### src/rtl/alarm_pkg.sv
// Shared definitions for the alarm unit: the controller state encoding,
// the edit_field encoding and the width of a minutes/seconds field.
// Ports: none (package).
package alarm_pkg;

  // Width of one time field (minutes or seconds, 0..59, six bits)
  localparam int TIME_W = 6;

  // Controller states
  typedef enum logic [2:0] {
    ST_IDLE     = 3'd0,
    ST_EDIT_MIN = 3'd1,
    ST_EDIT_SEC = 3'd2,
    ST_ARMED    = 3'd3,
    ST_RINGING  = 3'd4
  } state_t;

  // Which alarm field the user is currently editing
  typedef enum logic [1:0] {
    FIELD_NONE = 2'd0,
    FIELD_MIN  = 2'd1,
    FIELD_SEC  = 2'd2
  } edit_field_t;

  // Step a minutes/seconds value, wrapping 59 back to 0
  function automatic logic [TIME_W-1:0] incWrap59(input logic [TIME_W-1:0] v);
    return (v >= TIME_W'(59)) ? '0 : v + TIME_W'(1);
  endfunction

endpackage

### src/rtl/blink_div.sv
// Clock divider for the alarm LED blink.
// Emits a one-cycle toggle request every DIV enabled cycles.
// Ports:
//   clk    - system clock
//   rst_n  - asynchronous active-low reset
//   clr    - restart the divider from zero (takes priority over en)
//   en     - count this cycle
//   toggle - high for the cycle in which the LED should flip
module blink_div #(
  parameter int DIV = 2
) (
  input  logic clk,
  input  logic rst_n,
  input  logic clr,
  input  logic en,
  output logic toggle
);

  localparam int CW = (DIV > 1) ? $clog2(DIV) : 1;
  localparam logic [CW-1:0] LAST = CW'(DIV - 1);

  logic [CW-1:0] r_count;

  // Free-running modulo-DIV counter, restarted whenever clr is seen so the
  // first half period after a restart is always a full DIV cycles long
  always_ff @(posedge clk or negedge rst_n) begin
    if (!rst_n) begin
      r_count <= '0;
    end else if (clr) begin
      r_count <= '0;
    end else if (en) begin
      r_count <= (r_count == LAST) ? '0 : r_count + CW'(1);
    end
  end

  // Toggle request on the last count of each period
  assign toggle = en && !clr && (r_count == LAST);

endmodule

### src/rtl/alarm_unit.sv
// Alarm controller for the stopwatch: lets the user program an mm:ss alarm
// with three keys, arms it, and rings for a bounded number of seconds when
// the running time steps onto the alarm value.
// Ports:
//   clk, rst_n            - clock and asynchronous active-low reset
//   tick_1hz              - one-cycle pulse per second
//   cur_min, cur_sec      - current stopwatch time
//   key_set/inc/ack       - debounced one-cycle key pulses
//   alarm_min, alarm_sec  - programmed alarm time
//   edit_field            - 0 none, 1 minutes, 2 seconds
//   armed, ringing, led   - status outputs (all registered)
module alarm_unit
  import alarm_pkg::*;
#(
  parameter int CLK_HZ       = 50_000_000,
  parameter int RING_SECONDS = 30
) (
  input  logic              clk,
  input  logic              rst_n,
  input  logic              tick_1hz,
  input  logic [TIME_W-1:0] cur_min,
  input  logic [TIME_W-1:0] cur_sec,
  input  logic              key_set,
  input  logic              key_inc,
  input  logic              key_ack,
  output logic [TIME_W-1:0] alarm_min,
  output logic [TIME_W-1:0] alarm_sec,
  output logic [1:0]        edit_field,
  output logic              armed,
  output logic              ringing,
  output logic              led
);

  // Quarter-second half period gives a 2 Hz blink; never let it reach zero
  localparam int BLINK_DIV = (CLK_HZ / 4 > 0) ? CLK_HZ / 4 : 1;
  localparam logic [5:0] RING_LOAD = 6'(RING_SECONDS);

  state_t              r_state, w_stateNext;
  logic [TIME_W-1:0]   r_alarmMin, w_alarmMinNext;
  logic [TIME_W-1:0]   r_alarmSec, w_alarmSecNext;
  logic [5:0]          r_ringCnt, w_ringCntNext;
  logic [2*TIME_W-1:0] r_prevTime;
  logic [1:0]          r_editField, w_editFieldNext;
  logic                r_armed, w_armedNext;
  logic                r_ringing, w_ringingNext;
  logic                r_led, w_ledNext;
  logic [2*TIME_W-1:0] w_curTime;
  logic                w_match;
  logic                w_ringEntry;
  logic                w_blinkEn;
  logic                w_blinkToggle;

  assign w_curTime = {cur_min, cur_sec};

  // Only the step onto the alarm time counts; a time that merely sits on
  // the alarm value (e.g. when arming) must not fire
  assign w_match = (w_curTime == {r_alarmMin, r_alarmSec}) && (w_curTime != r_prevTime);

  assign w_ringEntry = (r_state != ST_RINGING) && (w_stateNext == ST_RINGING);
  assign w_blinkEn   = (r_state == ST_RINGING);

  blink_div #(
    .DIV(BLINK_DIV)
  ) u_blinkDiv (
    .clk   (clk),
    .rst_n (rst_n),
    .clr   (w_ringEntry),
    .en    (w_blinkEn),
    .toggle(w_blinkToggle)
  );

  // State register plus every datapath register of the controller
  always_ff @(posedge clk or negedge rst_n) begin
    if (!rst_n) begin
      r_state     <= ST_IDLE;
      r_alarmMin  <= '0;
      r_alarmSec  <= '0;
      r_ringCnt   <= '0;
      r_prevTime  <= '0;
      r_editField <= FIELD_NONE;
      r_armed     <= 1'b0;
      r_ringing   <= 1'b0;
      r_led       <= 1'b0;
    end else begin
      r_state     <= w_stateNext;
      r_alarmMin  <= w_alarmMinNext;
      r_alarmSec  <= w_alarmSecNext;
      r_ringCnt   <= w_ringCntNext;
      r_prevTime  <= w_curTime;
      r_editField <= w_editFieldNext;
      r_armed     <= w_armedNext;
      r_ringing   <= w_ringingNext;
      r_led       <= w_ledNext;
    end
  end

  // Next-state logic: key_ack beats key_set beats key_inc, and user keys
  // in ARMED take precedence over a simultaneous match
  always_comb begin
    w_stateNext    = r_state;
    w_alarmMinNext = r_alarmMin;
    w_alarmSecNext = r_alarmSec;
    w_ringCntNext  = r_ringCnt;
    case (r_state)
      ST_IDLE: begin
        if (!key_ack && key_set) w_stateNext = ST_EDIT_MIN;
      end
      ST_EDIT_MIN: begin
        if (key_ack)      w_stateNext = ST_IDLE;
        else if (key_set) w_stateNext = ST_EDIT_SEC;
        else if (key_inc) w_alarmMinNext = incWrap59(r_alarmMin);
      end
      ST_EDIT_SEC: begin
        if (key_ack)      w_stateNext = ST_IDLE;
        else if (key_set) w_stateNext = ST_ARMED;
        else if (key_inc) w_alarmSecNext = incWrap59(r_alarmSec);
      end
      ST_ARMED: begin
        if (key_ack)      w_stateNext = ST_IDLE;
        else if (key_set) w_stateNext = ST_EDIT_MIN;
        else if (w_match) begin
          w_stateNext   = ST_RINGING;
          w_ringCntNext = RING_LOAD;
        end
      end
      ST_RINGING: begin
        if (key_ack) begin
          w_stateNext = ST_ARMED;
        end else if (tick_1hz) begin
          if (r_ringCnt == 6'd1) w_stateNext = ST_ARMED;
          w_ringCntNext = r_ringCnt - 6'd1;
        end
      end
      default: w_stateNext = ST_IDLE;
    endcase
  end

  // Registered status outputs follow the state being entered; the LED
  // starts lit on entry to RINGING and then flips on divider requests
  always_comb begin
    w_editFieldNext = FIELD_NONE;
    w_armedNext     = 1'b0;
    w_ringingNext   = 1'b0;
    w_ledNext       = 1'b0;
    case (w_stateNext)
      ST_EDIT_MIN: w_editFieldNext = FIELD_MIN;
      ST_EDIT_SEC: w_editFieldNext = FIELD_SEC;
      ST_ARMED:    w_armedNext = 1'b1;
      ST_RINGING: begin
        w_armedNext   = 1'b1;
        w_ringingNext = 1'b1;
        if (w_ringEntry)        w_ledNext = 1'b1;
        else if (w_blinkToggle) w_ledNext = ~r_led;
        else                    w_ledNext = r_led;
      end
      default: ;
    endcase
  end

  assign alarm_min  = r_alarmMin;
  assign alarm_sec  = r_alarmSec;
  assign edit_field = r_editField;
  assign armed      = r_armed;
  assign ringing    = r_ringing;
  assign led        = r_led;

endmodule

### config.mk
export PLATFORM = sky130hd
export DESIGN_NAME = alarm_unit
export DESIGN_NICKNAME = d
export VERILOG_FILES = /design/src/rtl/alarm_pkg.sv /design/src/rtl/blink_div.sv /design/src/rtl/alarm_unit.sv
export SDC_FILE = /design/constraint.sdc
export NUM_CORES = 1
export LEC_CHECK = 0
export ABC_AREA = 1
export CAP_MARGIN = 30
export CORE_MARGIN = 2
export CORE_UTILIZATION = 40
export CTS_CLUSTER_DIAMETER = 100
export DETAILED_ROUTE_END_ITERATION = 7
export PLACE_DENSITY_LB_ADDON = 0.12
export SYNTH_ARGS = -nofsm -noshare
export SYNTH_HDL_FRONTEND = slang
export SYNTH_HIERARCHICAL = 1
export SYNTH_SLANG_ARGS = --single-unit
### constraint.sdc
create_clock -name clk -period 4.9 [get_ports clk]
set_clock_uncertainty 0.05 [all_clocks]
set_input_delay 0.735 -clock clk [delete_from_list [all_inputs] [get_ports clk]]
set_output_delay 0.735 -clock clk [all_outputs]
set_load 0.02 [all_outputs]
Word level (Yosys, flattened, before mapping)
Cells that the tools add are included.
{ "classes": {"add_sub_neg": 4, "magnitude_cmp": 2, "eq_ne": 19, "muxes": 29, "bitwise_logic": 3, "n_reduce_logical": 14} }
{ "op_table": {"columns": ["cell", "count"], "rows": [
  ["24-bit two-way mux", 3],
  ["6-bit two-way mux", 7],
  ["3-bit two-way mux", 11],
  ["24-bit by 1-bit adder with 24-bit output (second input constant)", 1],
  ["24-bit == test (second input constant)", 1],
  ["3-bit case mux with 5 select lines", 1],
  ["6-bit by 1-bit adder with 6-bit output (second input constant)", 2],
  ["12-bit == test", 1],
  ["3-bit by 2-bit == test with 1-bit output (second input constant)", 4],
  ["6-bit greater-or-equal comparator (second input constant)", 2],
  ["12-bit inequality test", 1],
  ["6-bit case mux with 2 select lines", 1],
  ["2-bit inequality test (second input constant)", 5],
  ["4-bit AND reduction", 2],
  ["3-bit by 1-bit == test with 1-bit output (second input constant)", 2],
  ["3-bit == test (second input constant)", 2],
  ["6-bit by 1-bit == test with 1-bit output (second input constant)", 1],
  ["6-bit AND reduction", 1],
  ["6-bit by 1-bit subtractor with 6-bit output (second input constant)", 1],
  ["1-bit logical AND", 5],
  ["1-bit two-way mux", 5],
  ["2-bit case mux with 2 select lines", 1],
  ["2-bit nonzero test", 2],
  ["3-bit zero test", 1],
  ["other kinds (5)", 8]
]} }
{ "totals": {"ff_bits": 62, "out_inout_bits": 17, "elab_cells": 81} }

Logic depth before layout (Yosys ltp)
{ "depth": {"word_depth": 14, "ltp_mapped": 15, "depth_no_buf": 15} }

By module
Netlist, hierarchy kept.
{ "by_module_without_submodules": {"columns": ["mod", "instances", "cells_each", "area_per_inst_um2", "seq_area_each_um2"], "rows": [
  ["alarm_unit", 1, 264, 2177.1, 950.9],
  ["blink_div", 1, 255, 1741.7, 600.6]
]} }

Worst setup path after synthesis
No wires, ideal clock.
{ "synth_timing": {"path_type": "input -> register", "startpoint": "input port cur_sec[1]", "endpoint": "register r_led, in the netlist led", "setup_time_ns": 0.125, "t_arrival_ns": 2.154, "required_ns": 4.725, "path_slack_ns": 2.571, "cell_stages": 12, "n_path_buf": 0, "path_cell_list": "xnor2_1 -> nand2_1 -> nor2_1 -> nand3_2 -> nand4_2 -> inv_1 -> nor2_1 -> inv_1 -> nor2_1 -> xnor2_1 -> nand2_1 -> a21boi_1"} }
{ "synth_via": {"elab_chain_len": 12} }
{ "synth_lines": {"columns": ["item", "line_no", "rtl"], "rows": [
  ["from (decl)", "alarm_unit.sv:22", "input logic [TIME_W-1:0] cur_sec,"],
  ["12-bit == test or 12-bit inequality test (tied branches)", "alarm_unit.sv:57", "assign w_match = (w_curTime == {r_alarmMin, r_alarmSec}) && (w_curTime != r_prevTime);"],
  ["1-bit logical AND (*)", "alarm_unit.sv:57", null],
  ["3-bit two-way mux (*)", "alarm_unit.sv:121", "else if (w_match) begin"],
  ["3-bit two-way mux (*)", "alarm_unit.sv:120", "else if (key_set) w_stateNext = ST_EDIT_MIN;"],
  ["3-bit two-way mux (*)", "alarm_unit.sv:119", "if (key_ack) w_stateNext = ST_IDLE;"],
  ["3-bit case mux with 5 select lines (*)", "alarm_unit.sv:104", "case (r_state)"],
  ["3-bit == test (*)", "alarm_unit.sv:59", "assign w_ringEntry = (r_state != ST_RINGING) && (w_stateNext == ST_RINGING);"],
  ["1-bit logical AND (*)", "alarm_unit.sv:59", null],
  ["net w_ringEntry", "alarm_unit.sv:49", "logic w_ringEntry;"],
  ["1-bit zero test (*)", "blink_div.sv:37", "assign toggle = en && !clr && (r_count == LAST);"],
  ["1-bit logical AND (*) (2 in a row)", "blink_div.sv:37", null],
  ["net w_blinkToggle", "alarm_unit.sv:51", "logic w_blinkToggle;"],
  ["3-bit by 1-bit inequality test with 1-bit output (no line) (*)", null, null],
  ["to (signal assigned)", "alarm_unit.sv:93", "r_led <= w_ledNext;"],
  ["to (decl)", "alarm_unit.sv:46", "logic r_led, w_ledNext;"]
]} }
The timed path passes the listed nets; every way through them passes the cells marked *.
A chain may end at the register's enable or synchronous reset.

Worst setup path in the final report
{ "layout_timing": {"startpoint": "input port cur_sec[0]", "endpoint": "register u_blinkDiv.r_count[6]"} }
{ "layout_via": {"elab_chain_len": 9} }
{ "layout_lines": {"columns": ["item", "line_no", "rtl"], "rows": [
  ["12-bit == test or 12-bit inequality test (tied branches)", "alarm_unit.sv:57", null],
  ["1-bit logical AND (*)", "alarm_unit.sv:57", null],
  ["3-bit two-way mux (*)", "alarm_unit.sv:121", null],
  ["3-bit two-way mux (*)", "alarm_unit.sv:120", null],
  ["3-bit two-way mux (*)", "alarm_unit.sv:119", null],
  ["3-bit case mux with 5 select lines (*)", "alarm_unit.sv:104", null],
  ["3-bit == test (*)", "alarm_unit.sv:59", null],
  ["1-bit logical AND (*)", "alarm_unit.sv:59", null],
  ["net w_ringEntry", "alarm_unit.sv:49", null],
  ["24-bit two-way mux or 2-bit nonzero test (tied branches)", null, null],
  ["to (signal assigned)", "blink_div.sv:32", "r_count <= (r_count == LAST) ? '0 : r_count + CW'(1);"],
  ["to (decl)", "blink_div.sv:22", "logic [CW-1:0] r_count;"]
]} }
Marks and branches as above.

==> summary.txt <==
Status
  – Outcome: finished, final reports clean

Critical path
  – Delay of the slowest critical-path stage: 0.62 ns
  – Crit path buf inv count: 4
  – Crit path required time: 5.11 ns
  – WP data arrival: 3.38 ns
  – Crit-path cells: clkdlybuf4s50_1 -> xnor2_1 -> nand2_1 -> nor2_1 -> nand3_2 -> nand4_2 -> inv_1 -> nor2_1 -> buf_4 -> inv_1 -> o22ai_2
  – Crit Path Max Fanout: 11
  – CP Capture Type: flop
  – Critical path class: input pin to flop
  – Crit-path slowest cell: nor2_1
  – Startpoint types: input pin
  – Largest delay share family, worst path: simple AND/OR/NAND/NOR gates

Global route
  – Antenna violations before repair: 0
  – GR Overflow Total: 0
  – Largest net degree at the start of global routing: 63
  – Vias in the first global route: 3,071
  – Overall Global Routing Usage: 17.73%
  – First-pass GRT wire length: 14.72 mm

Place
  – Area after DPL: 4403 um2
  – Placed Instances: 684
  – Final GP Congestion: 0.8502
  – Post-DP HPWL: 6.313 mm
  – IO buf count: 34
  – Post-Place Setup Slack: 1.355 ns

Yosys
  – Syn avg cell area: 7.551 um2
  – Syn Inst Count: 519
  – Post-synth EDFFs: 0
  – Mapped Nets: 542
  – Sequential area share after synthesis: 39.59%
  – Mapped cell area: 3919 um2
  – Yosys warns: 6
  – Post-synthesis register bit count: 62
  – Count of cell types in the netlist: 38
  – Fraction of registers with async set/reset: 100.0%
  – Main flop type after synthesis: dfrtp_1

Final layout
  – Non-Filler Instances: 700
  – Ratio of cells with drive above 1 in the final layout: 14.29%
  – Fillers: 968
  – Final instance area: 4618 um2
  – N_diodes: 0
  – P&R area growth vs syn: 17.85%
  – Count of nets after finishing: 585

Route
  – Vias per inst: 4.709
  – Routed wire length: 8.523 mm
  – Post-route ant nets: 0
  – DR pass1 iterations: 4
  – DRT iter0 DRCs: 127
  – Number of remaining DRC errors: 0
  – Vias post-DR: 3,296
  – Wire length per cell: 12.18 um

Power
  – PwrDens: 298.8 nW/um2
  – P_leak: 2.245 nW
  – VDD IR max: 0.0001797 V

Clocking
  – Number of gates resized after cts: 0
  – Clock Path Buffers: 2
  – CTS tree: done
  – Clock Pin Slew Worst Setup and Hold Paths: 0.07 ns
  – TritonCTS buffer count: 9
  – Max H-tree Level: 3
  – TritonCTS sink count: 62
  – Setup Fix Bufs, Post-CTS: 0
  – Worst-skew pair later-pin latency: 0.34 ns
  – Clock Root Buffer: clkbuf_8
  – Hold-fix buffers, CTS: 0

Floorplan
  – Core area: 9639 um2
  – Site row count: 36
  – Initial core utilization: 40.65%
  – # IOs: 35
  – Die area: 10,600 um2
  – Die width: 103.0 um
  – Die H: 103.0 um

Timing
  – Pin slew with the least headroom to its limit: 0.7970 ns
  – Final min period: 3.166 ns
  – RSZ-0062 raised after global routing: no
  – Hold_ws: 0.4832 ns
  – Final hold viol count: 0
  – Final setup violation count: 0
  – Max-slew violation count: 0
  – Worst rel slew slack: 46.87%
  – Max Clock Freq: 0.3159 GHz
  – Final worst-path cycle share: 64.60%
  – Min setup slack post-route: 1.735 ns
  – Fin Setup TNS: 0 ns

Hold path
  – Hold Crit Class: flop to flop

Job
  – Max Cap Violations: 0
metal layers:
layer	GRT usage [%]	share of wire (%)
met1	24.69	51
met2	27.72	45
met3	3.661	3.3
met4	5.567	1.0
met5	0	0
cell usage in the layout, fill, tap and decap left out, types with 4 or more instances in the layout:
cell	instances
nand2_1	159
o21bai_1	4
o21ai_2	5
nand3_1	41
inv_2	8
nor2_4	5
clkbuf_8	9
xnor2_1	15
inv_1	64
dfrtp_1	62
nor2_1	52
nor2_2	9
nand3_2	5
o21ai_0	8
nand2_4	4
xor2_1	10
nand2_2	11
clkdlybuf4s50_1	33
nand4_1	13
o21ai_1	4
o22ai_2	5
a21oi_1	6
ha_1	5
Yosys cell counts, types with 5 or more instances:
| cell type | count | area share, % |
|---|---|---|
| nand4_1 | 13 | 2.1 |
| nor2_2 | 9 | 1.4 |
| nor2_1 | 52 | 5.0 |
| inv_2 | 8 | 0.77 |
| nand2_1 | 159 | 15 |
| nor2_4 | 5 | 1.4 |
| inv_1 | 64 | 6.1 |
| nand3_2 | 5 | 1.3 |
| nand3_1 | 41 | 5.2 |
| o21ai_2 | 5 | 1.1 |
| nand2_2 | 11 | 1.8 |
| xor2_1 | 10 | 2.2 |
| xnor2_1 | 15 | 3.4 |
| ha_1 | 5 | 1.6 |
| dfrtp_1 | 62 | 40 |
| a21oi_1 | 6 | 0.77 |
| o21ai_0 | 8 | 1.0 |
| o22ai_2 | 5 | 1.6 |
cell type report:
class	instances	area, um2	area share, %
inverter	73	276.5	5.988
sequential	62	1551	33.60
timing repair buffer	36	350.3	7.586
clock buffer	11	131.4	2.845
clock inverter	5	83.83	1.815
multi-input combinational	380	2058	44.57
tap	133	166.4	3.603
worst paths after layout:
path	to	slack [ns]	cells past startpoint	from
max	u_blinkDiv/r_count[6]$_DFFE_PN0P_	1.73	11	cur_sec[0]
max in group asynchronous	u_blinkDiv/r_count[11]$_DFFE_PN0P_	3.77	2	rst_n
max reg2reg	u_blinkDiv/r_count[6]$_DFFE_PN0P_	2.30	10	r_prevTime[0]$_DFF_PN0_
min	r_ringCnt[1]$_DFFE_PN0P_	0.48	2	r_ringCnt[1]$_DFFE_PN0P_
min in group asynchronous	r_prevTime[10]$_DFF_PN0_	0.51	2	rst_n
min reg2reg	r_ringCnt[1]$_DFFE_PN0P_	0.48	2	r_ringCnt[1]$_DFFE_PN0P_
sequential cells by signal (all words and copies together) (netlist names):
signal,count
u_blinkDiv/r_count,24
r_prevTime,12
alarm_min,6
alarm_sec,6
r_ringCnt,6
r_state,3
edit_field,2
armed,1
led,1
ringing,1
per-stage QoR:
stage / util (%) / power [mW]
6_report: 47.91 / 1.380
5_1_grt: 47.91 / 1.461
4_1_cts: 47.91 / 1.401
3_5_place_dp: 45.68 / 0.8972
3_3_place_gp: 45.68 / 0.8948
2_1_floorplan: - / 0.7699
power by group:
part / internal, mW / total (mW) / leakage [nW] / switching [mW]
Sequential: 0.549 / 0.601 / 0.773 / 0.0514
Combinational: 0.128 / 0.283 / 1.37 / 0.155
Clock: 0.288 / 0.496 / 0.0998 / 0.208
worst reg2reg max path, stage by stage (launching register included):
cell	delay (ns)
dfrtp_1	0.37
xnor2_1	0.14
nand2_1	0.08
nor2_1	0.18
nand3_2	0.19
nand4_2	0.19
inv_1	0.10
nor2_1	0.62
buf_4	0.30
inv_1	0.14
o22ai_2	0.16
cells by family (layout without fill, tap and decap cells):
| kind of cell | count (synthesis) | after routing | synth area share (%) |
|---|---|---|---|
| xor+xnor | 25 | 25 | 5.587 |
| compound gates | 38 | 38 | 7.248 |
| simple gates | 312 | 312 | 38.09 |
| fa+ha+maj | 5 | 5 | 1.596 |
| buf+inv | 77 | 125 | 7.886 |
| flops | 62 | 62 | 39.59 |
No activity file was read; power rests on OpenSTA's default activity.
